==> src/rtl/wb_b3_burst_master.sv <==
// Wishbone B3 burst master.
// Turns single-word and cache-line client requests into classic (CTI 000) or
// incrementing/wrapping registered-feedback bursts. The per-beat address
// follows the slave's internal burst counter, so the slave never sees a
// burst-address mismatch.
module wb_b3_burst_master #(
  parameter int dw = 32,
  parameter int aw = 32
) (
  input  logic          wb_clk_i,
  input  logic          wb_rst_i,
  // client request
  input  logic          req_valid_i,
  output logic          req_ready_o,
  input  logic          req_we_i,
  input  logic [aw-1:0] req_adr_i,
  input  logic [1:0]    req_len_i,
  input  logic          req_wrap_i,
  // client write beats
  input  logic [dw-1:0] wdat_i,
  input  logic [3:0]    wsel_i,
  output logic          wdat_rd_o,
  // client read beats / completion
  output logic [dw-1:0] rdat_o,
  output logic          rdat_valid_o,
  output logic          done_o,
  output logic          err_o,
  // Wishbone master port
  output logic [aw-1:0] wb_adr_o,
  output logic [dw-1:0] wb_dat_o,
  output logic [3:0]    wb_sel_o,
  output logic          wb_we_o,
  output logic          wb_cyc_o,
  output logic          wb_stb_o,
  output logic [2:0]    wb_cti_o,
  output logic [1:0]    wb_bte_o,
  input  logic [dw-1:0] wb_dat_i,
  input  logic          wb_ack_i,
  input  logic          wb_err_i,
  input  logic          wb_rty_i
);

  typedef enum logic [1:0] {IDLE, XFER, FINISH} state_t;

  state_t        state_q, state_d;
  logic          we_q, wrap_q, err_q, rvld_q;
  logic [1:0]    len_q;
  logic [3:0]    cnt_q;
  logic [2:0]    cti_q;
  logic [aw-1:0] adr_q;
  logic [dw-1:0] rdat_q;

  logic          accept, beat_ok, bus_err;
  logic [aw-1:0] adr_lin, adr_wrap;
  logic [3:0]    widx, winc, wmask;

  // Low address bits are dropped: the bus is word addressed.
  logic unused_adr_lo;
  assign unused_adr_lo = ^req_adr_i[1:0];

  assign accept  = (state_q == IDLE) & req_valid_i & wb_rst_i;
  // An error or retry beside an ack wins: that beat is neither delivered nor counted.
  assign beat_ok = (state_q == XFER) & wb_ack_i & ~wb_err_i & ~wb_rty_i;
  assign bus_err = (state_q == XFER) & (wb_err_i | wb_rty_i);

  // Next beat address: linear is a full-width +4; wrapping only cycles the
  // word index inside the 4/8/16-word window and leaves upper bits alone.
  assign adr_lin  = adr_q + aw'(4);
  assign widx     = adr_q[5:2];
  assign winc     = widx + 4'd1;
  assign wmask    = (len_q == 2'b11) ? 4'hf : (len_q == 2'b10) ? 4'h7 : 4'h3;
  assign adr_wrap = {adr_q[aw-1:6], (winc & wmask) | (widx & ~wmask), 2'b00};

  assign wb_adr_o     = adr_q;
  assign rdat_o       = rdat_q;
  assign rdat_valid_o = rvld_q;

  // State register.
  always_ff @(posedge wb_clk_i) begin
    if (!wb_rst_i) state_q <= IDLE;
    else           state_q <= state_d;
  end

  // Next-state and bus/client outputs; everything idles low outside XFER.
  always_comb begin
    state_d     = state_q;
    req_ready_o = 1'b0;
    wdat_rd_o   = 1'b0;
    done_o      = 1'b0;
    err_o       = 1'b0;
    wb_cyc_o    = 1'b0;
    wb_stb_o    = 1'b0;
    wb_we_o     = 1'b0;
    wb_sel_o    = 4'h0;
    wb_dat_o    = '0;
    wb_cti_o    = 3'b000;
    wb_bte_o    = 2'b00;
    case (state_q)
      IDLE: begin
        // Held low while reset is asserted so every output reads 0 in reset.
        req_ready_o = wb_rst_i;
        if (accept) state_d = XFER;
      end
      XFER: begin
        wb_cyc_o  = 1'b1;
        wb_stb_o  = 1'b1;
        wb_we_o   = we_q;
        wb_sel_o  = we_q ? wsel_i : 4'hf;
        wb_dat_o  = we_q ? wdat_i : '0;
        wb_cti_o  = cti_q;
        wb_bte_o  = wrap_q ? len_q : 2'b00;
        wdat_rd_o = we_q & beat_ok;
        if (bus_err || (beat_ok && cnt_q == 4'd0)) state_d = FINISH;
      end
      FINISH: begin
        done_o  = 1'b1;
        err_o   = err_q;
        state_d = IDLE;
      end
      default: state_d = IDLE;
    endcase
  end

  // Request latch, beat counter, address/CTI advance and read-data capture.
  always_ff @(posedge wb_clk_i) begin
    if (!wb_rst_i) begin
      we_q   <= 1'b0;
      wrap_q <= 1'b0;
      len_q  <= 2'b00;
      cnt_q  <= 4'd0;
      cti_q  <= 3'b000;
      adr_q  <= '0;
      err_q  <= 1'b0;
      rdat_q <= '0;
      rvld_q <= 1'b0;
    end else begin
      rvld_q <= 1'b0;
      if (accept) begin
        we_q   <= req_we_i;
        len_q  <= req_len_i;
        wrap_q <= req_wrap_i & (req_len_i != 2'b00);
        adr_q  <= {req_adr_i[aw-1:2], 2'b00};
        err_q  <= 1'b0;
        case (req_len_i)
          2'b00:   cnt_q <= 4'd0;
          2'b01:   cnt_q <= 4'd3;
          2'b10:   cnt_q <= 4'd7;
          default: cnt_q <= 4'd15;
        endcase
        cti_q  <= (req_len_i == 2'b00) ? 3'b000 : 3'b010;
      end
      if (beat_ok) begin
        cnt_q <= cnt_q - 4'd1;
        adr_q <= wrap_q ? adr_wrap : adr_lin;
        if (len_q != 2'b00) cti_q <= (cnt_q == 4'd1) ? 3'b111 : 3'b010;
        if (!we_q) begin
          rdat_q <= wb_dat_i;
          rvld_q <= 1'b1;
        end
      end
      if (bus_err) err_q <= 1'b1;
    end
  end

endmodule

==> config.mk <==
export PLATFORM = sky130hd
export DESIGN_NAME = wb_b3_burst_master
export DESIGN_NICKNAME = d
export VERILOG_FILES = /design/src/rtl/wb_b3_burst_master.sv
export SDC_FILE = /design/constraint.sdc
export NUM_CORES = 1
export LEC_CHECK = 0
export BUFFER_PORTS_ARGS = -buffer_cell sky130_fd_sc_hd__buf_2
export CAP_MARGIN = 10
export CORE_ASPECT_RATIO = 0.9
export CORE_MARGIN = 2
export CORE_UTILIZATION = 48
export CTS_CLUSTER_DIAMETER = 60
export CTS_CLUSTER_SIZE = 24
export DETAILED_ROUTE_END_ITERATION = 16
export PLACE_DENSITY_LB_ADDON = 0.3
export RECOVER_POWER = 25
export SLEW_MARGIN = 15
export SYNTH_ARGS = -nofsm -noshare
export SYNTH_HDL_FRONTEND = slang
export SYNTH_SLANG_ARGS = --single-unit
==> constraint.sdc <==
create_clock -name wb_clk_i -period 4.47 [get_ports wb_clk_i]
set_input_delay 0.894 -clock wb_clk_i [delete_from_list [all_inputs] [get_ports wb_clk_i]]
set_output_delay 0.894 -clock wb_clk_i [all_outputs]
set_load 0.03 [all_outputs]
# Word level (Yosys, flattened, before mapping)
# Cells that the tools add are included.
word_totals:
  ff_bits: 79
  input_bits: 110
  word_cells: 85
op_classes:
  add_sub_neg: 3
  eq_ne: 10
  n_mux: 32
  bitwise_logic: 16
  reduce_logical: 13
ops:
  columns: ["operator", "n"]
  rows:
  - ["32-bit two-way mux", 5]
  - ["32-bit by 3-bit adder with 32-bit output (second input constant)", 1]
  - ["4-bit two-way mux", 5]
  - ["3-bit two-way mux", 6]
  - ["4-bit one-hot mux with 3 select lines", 1]
  - ["2-bit two-way mux", 5]
  - ["1-bit two-way mux", 9]
  - ["1-bit bitwise AND", 8]
  - ["4-bit bitwise AND", 2]
  - ["2-bit == test (second input constant)", 4]
  - ["2-bit AND reduction", 4]
  - ["2-bit nonzero test", 4]
  - ["4-bit by 1-bit adder with 4-bit output (second input constant)", 1]
  - ["2-bit by 1-bit == test with 1-bit output (second input constant)", 2]
  - ["4-bit by 1-bit == test with 1-bit output (second input constant)", 1]
  - ["2-bit logical NOT", 2]
  - ["4-bit logical NOT", 1]
  - ["2-bit inequality test (second input constant)", 2]
  - ["4-bit inverter", 1]
  - ["4-bit bitwise OR", 1]
  - ["2-bit one-hot mux with 2 select lines", 1]
  - ["4-bit by 1-bit subtractor with 4-bit output (second input constant)", 1]
  - ["1-bit inverter", 3]
  - ["2-bit by 1-bit inequality test with 1-bit output (second input constant)", 1]
  - ["3 further kinds", 3]

# Depth between registers and ports, before layout
# Gate-level depths: netlist of the first run.
logic_depth:
  word_depth: 8
  ltp_mapped: 9

# Worst setup path before layout of the first run
# No wires, ideal clock.
synth_path:
  path_kind: "input -> output"
  start: "input port wb_err_i"
  end: "output port wdat_rd_o"
  t_arrival_ns: 1.816
  required_ns: 3.576
  path_slack_ns: 1.760
  stages: 4
  path_cell_list: "nor2_1 -> and3_1 -> buf_2 -> and2_1"
synth_between:
  elab_chain_cells: 5
synth_rtl:
  columns: ["element", "line_no", "text"]
  rows:
  - ["from (decl)", "39", "input logic wb_err_i,"]
  - ["1-bit inverter", "63", "assign beat_ok = (state_q == XFER) & wb_ack_i & ~wb_err_i & ~wb_rty_i;"]
  - ["1-bit bitwise AND (2 in series)", "63", null]
  - ["1-bit bitwise AND", "112", "wdat_rd_o = we_q & beat_ok;"]
  - ["1-bit two-way mux", "98", "case (state_q)"]
  - ["to (decl)", "22", "output logic wdat_rd_o,"]
# No other way between the ends.

# Worst setup path after layout of the first run
layout_path:
  start: "register state_q[1]"
  end: "output port wdat_rd_o"
layout_between:
  elab_chain_cells: 6
layout_rtl:
  columns: ["element", "line_no", "text"]
  rows:
  - ["from (decl)", "45", "state_t state_q, state_d;"]
  - ["from (signal assigned)", "81", "else state_q <= state_d;"]
  - ["2-bit by 1-bit == test with 1-bit output (*)", "63, 98", null]
  - ["1-bit bitwise AND (3 in series)", "63", null]
  - ["1-bit bitwise AND", "112", null]
  - ["1-bit two-way mux (*)", "98", null]
# Mark *: on every way between the ends. The rest lies on a longest branch, timed or not.

==> results of run 1 <==
==> metal layers <==
| layer | part of all wire | up-vias | GRT usage |
|---|---|---|---|
| met5 | 0 | - | 0 |
| met4 | 0.014 | 0 | 0.07223 |
| met2 | 0.52 | 173 | 0.4595 |
| met3 | 0.068 | 16 | 0.05160 |
| li1 | - | 2153 | - |
| met1 | 0.39 | 2046 | 0.3132 |
==> cell type report <==
type                            count  area share
Multi-Input combinational cell    374      0.4227
Antenna cell                        1   0.0004909
Inverter                            8    0.005891
Clock inverter                      7     0.01129
Clock buffer                        9     0.02430
Timing Repair Buffer              222      0.2086
Sequential cell                    77      0.3024
Tap cell                           99     0.02430
==> power groups by stage <==
stage	Combinational (mW)	Clock (mW)	Sequential, mW
2_1_floorplan	0.100	0	0.783
5_1_grt	0.233	0.530	0.746
3_5_place_dp	0.216	0	0.756
6_report	0.214	0.487	0.742
3_3_place_gp	0.210	0	0.755
4_1_cts	0.216	0.501	0.741
==> how the worst max path moves through the flow <==
stage,end,slack [ns],depth (start not counted)
floorplan,wdat_rd_o,1.76,4
global placement,wdat_rd_o,1.46,5
detailed placement,wdat_rd_o,1.42,5
CTS,wdat_rd_o,1.36,5
global route,wdat_rd_o,1.18,5
finish,wdat_rd_o,1.35,5
==> logic make-up after synthesis <==
family / share of synthesized area
muxes: 0.02026
DFF: 0.3963
other: 0.0009640
and+or+nand+nor: 0.2956
AOI/OAI and AO/OA: 0.2084
buffers and inverters: 0.05210
adders and majority gates: 0.01287
xor gates and xnor gates: 0.01351
==> flip-flops by register name, indices dropped and copies added (netlist names) <==
| register | cells |
|---|---|
| rdat_o | 32 |
| wb_adr_o | 30 |
| cnt_q | 4 |
| cti_q | 3 |
| len_q | 2 |
| state_q | 2 |
| err_q | 1 |
| rdat_valid_o | 1 |
| we_q | 1 |
| wrap_q | 1 |
==> stage by stage <==
stage / cells / area (µm²) / worst slack, ns / total power [mW] / hold slack (ns)
after CTS: 796 / 5150 / 1.365 / 1.458 / 0.4568
after global routing: 796 / 5095 / 1.180 / 1.509 / 0.4815
after floorplan: 496 / 3894 / 1.760 / 0.8830 / 0.4433
final: 797 / 5097 / 1.348 / 1.443 / 0.4568
after detailed placement: 780 / 4969 / 1.420 / 0.9720 / 0.4450
after global placement: 780 / 4969 / 1.462 / 0.9652 / 0.4389
==> critical path, stage by stage, from the launching register on <==
cell and delay, ns:
sky130_fd_sc_hd__dfxtp_1 0.33, sky130_fd_sc_hd__nand2b_1 0.24, sky130_fd_sc_hd__inv_2 0.46, sky130_fd_sc_hd__and3_1 0.47, sky130_fd_sc_hd__and2_1 0.17, sky130_fd_sc_hd__buf_2 0.20
==> layout by cell type, fill, tap and decap left out, types with 18 or more instances in the layout <==
cell type and count:
sky130_fd_sc_hd__dfxtp_1 77, sky130_fd_sc_hd__nand3_1 19, sky130_fd_sc_hd__and3_1 47, sky130_fd_sc_hd__nor2_1 21
sky130_fd_sc_hd__nand2_1 88, sky130_fd_sc_hd__buf_2 172, sky130_fd_sc_hd__o21ai_0 18, sky130_fd_sc_hd__a21oi_1 67
sky130_fd_sc_hd__clkbuf_1 46
==> results, run 1 <==
- The aggregate negative setup slack is 0 ns.
- Counting along the longest clock path gives a buffer depth of 2.
- The worst-case hold path end point is rdat_o[0].
- Across all layers, the routed design uses 4,388 vias.
- The number of antenna violations at the first check in global routing is 0.
- The biggest area contributor in the post-synthesis netlist is sky130_fd_sc_hd__dfxtp_1.
- The critical path is of the reg2out type.
- The master cell of the clock root buffer is sky130_fd_sc_hd__clkbuf_8.
- The number of buffers inserted by post-CTS setup repair is 0.
- The share of synthesized area in the top cell type comes to 0.3963.
- The floorplan step defined a die boundary enclosing 8841 µm².
- Yosys instantiated no cell more often than sky130_fd_sc_hd__nand2_1.
- STA classifies the critical path endpoint as an output pin.
- The area occupied by multi-input gates is 2155 µm².
- The core region is 7951 µm².
- The synthesis-to-finish area growth is 31.04%.
- The async set-reset flop share out of synthesis is 0.
- After synthesis, the cell types taking the most area are sky130_fd_sc_hd__dfxtp_1, sky130_fd_sc_hd__a21oi_1, sky130_fd_sc_hd__nand2_1, sky130_fd_sc_hd__and3_1, sky130_fd_sc_hd__nand3_1.
- The launch point of the worst path is state_q[1].
- The latest clock arrival within the worst-skew pair is 0.35 ns.
- Max-cap violations in this run came to 0.
- The first-pass iteration count of the detailed router is 5.
- The share of synthesized area occupied by flip-flops and latches is 0.3963.
- The count of endpoints failing setup in the final report is 0.
- For the worst setup path, the data required time is 3.58 ns.
- The count of nets left with antenna violations once routing finished came out at 0.
- The pin count of the biggest net entering global routing is 47.
- Across every metal layer, demand over resource in global routing totals 0.2551.
- Once detailed placement completed, the half-perimeter wirelength came to 9256 µm.
- The clock net sink count is 77.
- The sequential share of power is 0.514.
- The number of instances resized during post-cts repair is 0.
- The maximum resistive drop on vdd is 0.0002095 V.
- The largest driver fanout on the critical path is 46.
- Measured on the finished design, the core utilization comes to 0.6411.
- The worst register-to-register path begins at state_q[1].
- The floorplan has 31 rows.
- For the worst flop-to-flop path, the logic depth is 6.
- The die extent in x is 98.89 µm.
- The number of hold buffers added after CTS was 0.
- Averaged over all synthesized cells, the footprint is 7.859 µm².
- The clock tree synthesis step divided the H-tree into 3 levels.
- Of the total power, the share spent switching nets is 0.3062.
- The endpoint of the worst-slack reg-to-reg timing path is wb_adr_o[31].
- The final weighted congestion in routability-driven placement is 0.9695.
- The height of the chip is 89.41 µm.
- Cell internal power was estimated by the tool at 1.001 mW.
- The power dissipated by switching net loads is 0.4419 mW.
- The initial standard-cell utilization of the core is 0.4892.
- During synthesis, Yosys emitted a total of 0 warnings.
- The number of storage elements in the synthesis netlist is 77.
- For the finished layout, the period the worst path requires is 3.122 ns.
- The kind of start point of the critical path is a flip-flop.
- The first global-routing pass estimated 18,290 µm of wire.
- The total area of sequential cells is 1541 µm².
- Setup slack on the worst reg-to-reg path comes out at 1.79 ns.
- For this design the ratio of total power to cell area is 283.1 nW/µm².
- In this run, CTS created clock tree buffers numbering 9.
- The arrival time at the worst endpoint is 2.23 ns.
- 223 I/O pins were placed.
- After global routing the overflow that remains totals 0.
- The worst hold path begins at rdat_o[0].
- The share of cells above drive strength 1 is 0.3027.
- After detailed routing, the number of remaining DRC violations is 0.
- Among all flip-flop cells after synthesis, the most frequent one is sky130_fd_sc_hd__dfxtp_1.
- The number of pins exceeding their max-slew limit in the final report is 0.
- At the pin with the least slew margin, the transition time is 0.9383 ns.
- Setup repair after global routing left no endpoint under its margin.
- The clock tree skew after final layout is 0.01229 ns.
- The count of nets after finishing is 806.
- Dividing the final minimum period by the clock period gives 0.6983.
- The post-synthesis instance area is 3890 µm².
- The max-slew headroom at the worst pin is 0.3736.
- The kind of path behind the tightest hold check is reg2reg.
- The reported leakage power is 2.369 nW.
- The layout has 745 filler cells.
- The run finished with clean final reports.
- Wires add up to 12,330 µm.
- The number of I/O port buffers is 218.
- For this run, the top clock speed supported by timing is 0.3204 GHz.
- After clock tree synthesis, the clock-pin slew on the worst setup and hold paths is 0.09 ns.
- The portion of total power attributed to the clock network is 0.338.
- After synthesis, the most frequently instantiated cells are sky130_fd_sc_hd__nand2_1, sky130_fd_sc_hd__dfxtp_1, sky130_fd_sc_hd__a21oi_1.
- The number of flops mapped to enable cells by yosys is 0.
- The number of different library cells in the post-synthesis netlist is 50.
- The number of standard cells after synthesis is 495.
- Dividing the detail-routed wire length by the instance count gives 15.47 µm.
- In the routed layout, each cell is associated on average with a via count of 5.506.
- The worst hold path stage count is 2.
- The via count of the first global-routing pass came to 3,832.
- Of the total power, combinational logic draws 0.148.
- The DRC violation total after the first TritonRoute iteration is 271.
- The number of endpoints with negative hold slack in the final report was 0.
- The TritonCTS clock tree is yes.
(Power assumes the default switching activity.)
==> inputs of run 2 (changes only) <==
CORE_UTILIZATION = 40   (was 48)
clock period = 2.77 ns   (was 4.47 ns; I/O delays follow)
==> run 2 against run 1 <==
  * Largest cell class unchanged
  * Cell area increased by 2.2%
  * Core utilization decreased by 9.7 points
  * Via count increased by 1.5%
  * Register-to-register slack got worse by 1.3 ns
  * Combinational power increased by 67%
  * Largest power group unchanged
==> results, run 2 (same netlist as run 1, synthesis figures left out) <==
- The arrival time at the worst endpoint is 1.94 ns (-0.29 ns).
- Setup repair after global routing left no endpoint under its margin.
- The power dissipated by switching net loads is 0.6765 mW (+53%).
- The number of I/O port buffers is 218 (unchanged).
- The flow ran to the end, and the final reports show no timing, DRC or antenna violations.
- The area of the die came to 10,530 µm² (+19%).
- The number of buffers created by CTS is 9 (unchanged).
- The critical path data required time is 2.22 ns (-1.36 ns).
- Of the available clock period, the critical path in the final layout requires 0.9016.
- The pin count of the biggest net entering global routing is 47 (unchanged).
- The number of antenna violations at the first check in global routing was 2 (+2).
- The part of the power in combinational logic is 0.149 (about the same).
- The initial standard-cell utilization of the core came to 0.4064 (-0.08282).
- The setup slack of the worst register-to-register path is 0.52 ns (-1.27 ns).
- The HPWL after detailed placement came to 9601 µm (+3.7%).
- The remaining global-route overflow is 0 (unchanged).
- The maximum clock rate is 0.4004 GHz.
- The count of endpoints failing setup in the final report is 0 (unchanged).
- The die extent in x is 108.0 µm (+9.2%).
- The number of instances in the placed design came to 817 (+4.7%).
- The critical path goes through nand2b_1 > inv_2 > and3_1 > and2_1 > buf_2.
- The maximum level of the CTS H-tree is 3 (unchanged).
- The setup path with the least slack is of type reg2out.
- Compared with the post-synthesis result, the final layout area differs by 33.97%.
- Leaving out fill and tap cells, the most frequent cells in the layout are sky130_fd_sc_hd__buf_2, sky130_fd_sc_hd__nand2_1, sky130_fd_sc_hd__dfxtp_1.
- The largest stage delay on the critical path is 0.46 ns (about the same).
- The most common cell after layout, fill and taps aside is sky130_fd_sc_hd__buf_2.
- The critical path capture point type is an output pin.
- The number of buffers inserted by hold repair at cts is 0 (unchanged).
- The mean number of vias per cell is 5.341 (-3.0%).
- The overall power is 2.397 mW (+66%).
- The number of routed nets with antenna violations is 0 (unchanged).
- The number of placement rows is 34 (+9.7%).
- The max-capacitance violation count is 0 (unchanged).
- The per-cell routed wire length is 15.22 µm (-1.6%).
- The cell with the biggest individual delay on the critical path is sky130_fd_sc_hd__inv_2.
- The clock tree skew after final layout was 0.01593 ns (+0.003637 ns).
- The maximum resistive drop on vdd is 0.0002415 V (+15%).
- The latest clock arrival within the worst-skew pair is 0.34 ns (about the same).
- The clock slew seen by the registers of the worst setup and hold paths is 0.09 ns (about the same).
- The reported leakage power is 2.429 nW (+2.5%).
- The maximum buffer depth of the clock tree is 2 (unchanged).
- The largest driver fanout on the critical path came to 46 (unchanged).
- The number of I/O pins came to 223 (unchanged).
- The total wire length after detailed routing is 12,700 µm (+3.0%).
- The share of cells above drive strength 1 is 0.3088 (+0.006056).
- The number of instances resized during post-cts repair was 0 (unchanged).
- The final critical delay including setup and external delays is 2.497 ns.
- The aggregate global-route resource usage is 0.2302 (-0.02497).
- The transition time of the tightest slew-check pin is 0.7987 ns (-0.1396 ns).
- The max-slew headroom at the worst pin came to 0.4662 (+0.09261).
- The kind of start point of the critical path is a flip-flop.
- The tree is rooted in a sky130_fd_sc_hd__clkbuf_8.
- The via count of the first global-routing pass came to 4,154 (+8.4%).
- The kind of path behind the tightest hold check is in2reg.
- The aggregate negative setup slack came to 0 ns (unchanged).
- The sequential share of power is 0.499 (-0.015).
- The number of buffers inserted by post-CTS setup repair is 0 (unchanged).
- The post-route core utilization is 0.5444 (-0.09663).
- The portion of total power attributed to the clock network is 0.352 (+0.014).
- The core outline area is 9572 µm² (+20%).
- TritonCTS built the clock tree.
- The number of flip-flops in the largest register is 32 (unchanged).
- The clock net sink count is 77 (unchanged).
- The routed via count is 4,454 (+1.5%).
- The first-pass iteration count of the detailed router is 4 (-1).
- The DRC violation total after the first TritonRoute iteration was 278 (+2.6%).
- The power density of the placed cells was 459.9 nW/µm² (+62%).
- The height of the chip is 97.56 µm (+9.1%).
- The number of endpoints with negative hold slack in the final report is 0 (unchanged).
- The remaining routing DRC violations came to 0 (unchanged).
- The wire length of the first global-routing pass came to 19,640 µm (+7.4%).
- The internal power is 1.720 mW (+72%).
- The final weighted congestion in routability-driven placement was 0.8489 (-12%).
- The count of nets after finishing is 816 (+1.2%).
- The placement-stage cell area is 5077 µm² (+2.2%).
- The fraction of power spent switching nets was 0.2823 (-0.02396).
- The number of pins exceeding their max-slew limit in the final report is 0 (unchanged).
- The final non-filler cell total came to 834 (+4.6%).
- The cell area after layout is 5211 µm² (+2.2%).
==> run 2: critical path: cells and delay by family (launching register included) <==
kind          cells  cell delay, ns
buf+inv           2            0.66
simple gates      3            0.62
flops             1            0.33
==> run 2: area by class of cell <==
cell class | count | area (µm²)
diodes | 2 | 5.005
clock buffers | 11 | 141.4
clock inverters | 4 | 48.80
fillers | 948 | 4360
inverters | 8 | 30.03
multi-input cells | 374 | 2147
flip-flops and latches | 77 | 1541
well taps | 126 | 157.7
repair buffers | 232 | 1140
==> run 2: layer usage <==
metal,global-route usage,part of all wire,vias up
li1,-,-,2179
met1,0.2829,0.41,2084
met2,0.3962,0.51,173
met3,0.03286,0.062,18
met4,0.1006,0.022,0
met5,0,0,-
==> run 2: per-stage QoR <==
step | setup WS, ns | hold slack [ns]
2_1_floorplan | 0.5629 | 0.4433
3_3_place_gp | 0.5366 | 0.4392
3_5_place_dp | 0.4762 | 0.4455
4_1_cts | 0.2486 | 0.4311
5_1_grt | 0.1236 | 0.4324
6_report | 0.2725 | 0.4459
==> run 2: final timing paths <==
path | start | end | depth (start not counted)
worst min register to register | rdat_o[11] | rdat_o[11] | 2
worst max register to register | state_q[1] | wb_adr_o[15] | 6
worst max-delay path | state_q[1] | wdat_rd_o | 5
worst min-delay path | req_adr_i[12] | wb_adr_o[12] | 3
==> run 2: power groups by stage <==
| stage | logic, mW | registers, mW | clock network [mW] |
|---|---|---|---|
| 3_3_place_gp | 0.354 | 1.22 | 0 |
| 3_5_place_dp | 0.360 | 1.22 | 0 |
| 2_1_floorplan | 0.162 | 1.26 | 0 |
| 4_1_cts | 0.362 | 1.19 | 0.867 |
| 5_1_grt | 0.390 | 1.20 | 0.927 |
| 6_report | 0.357 | 1.19 | 0.844 |
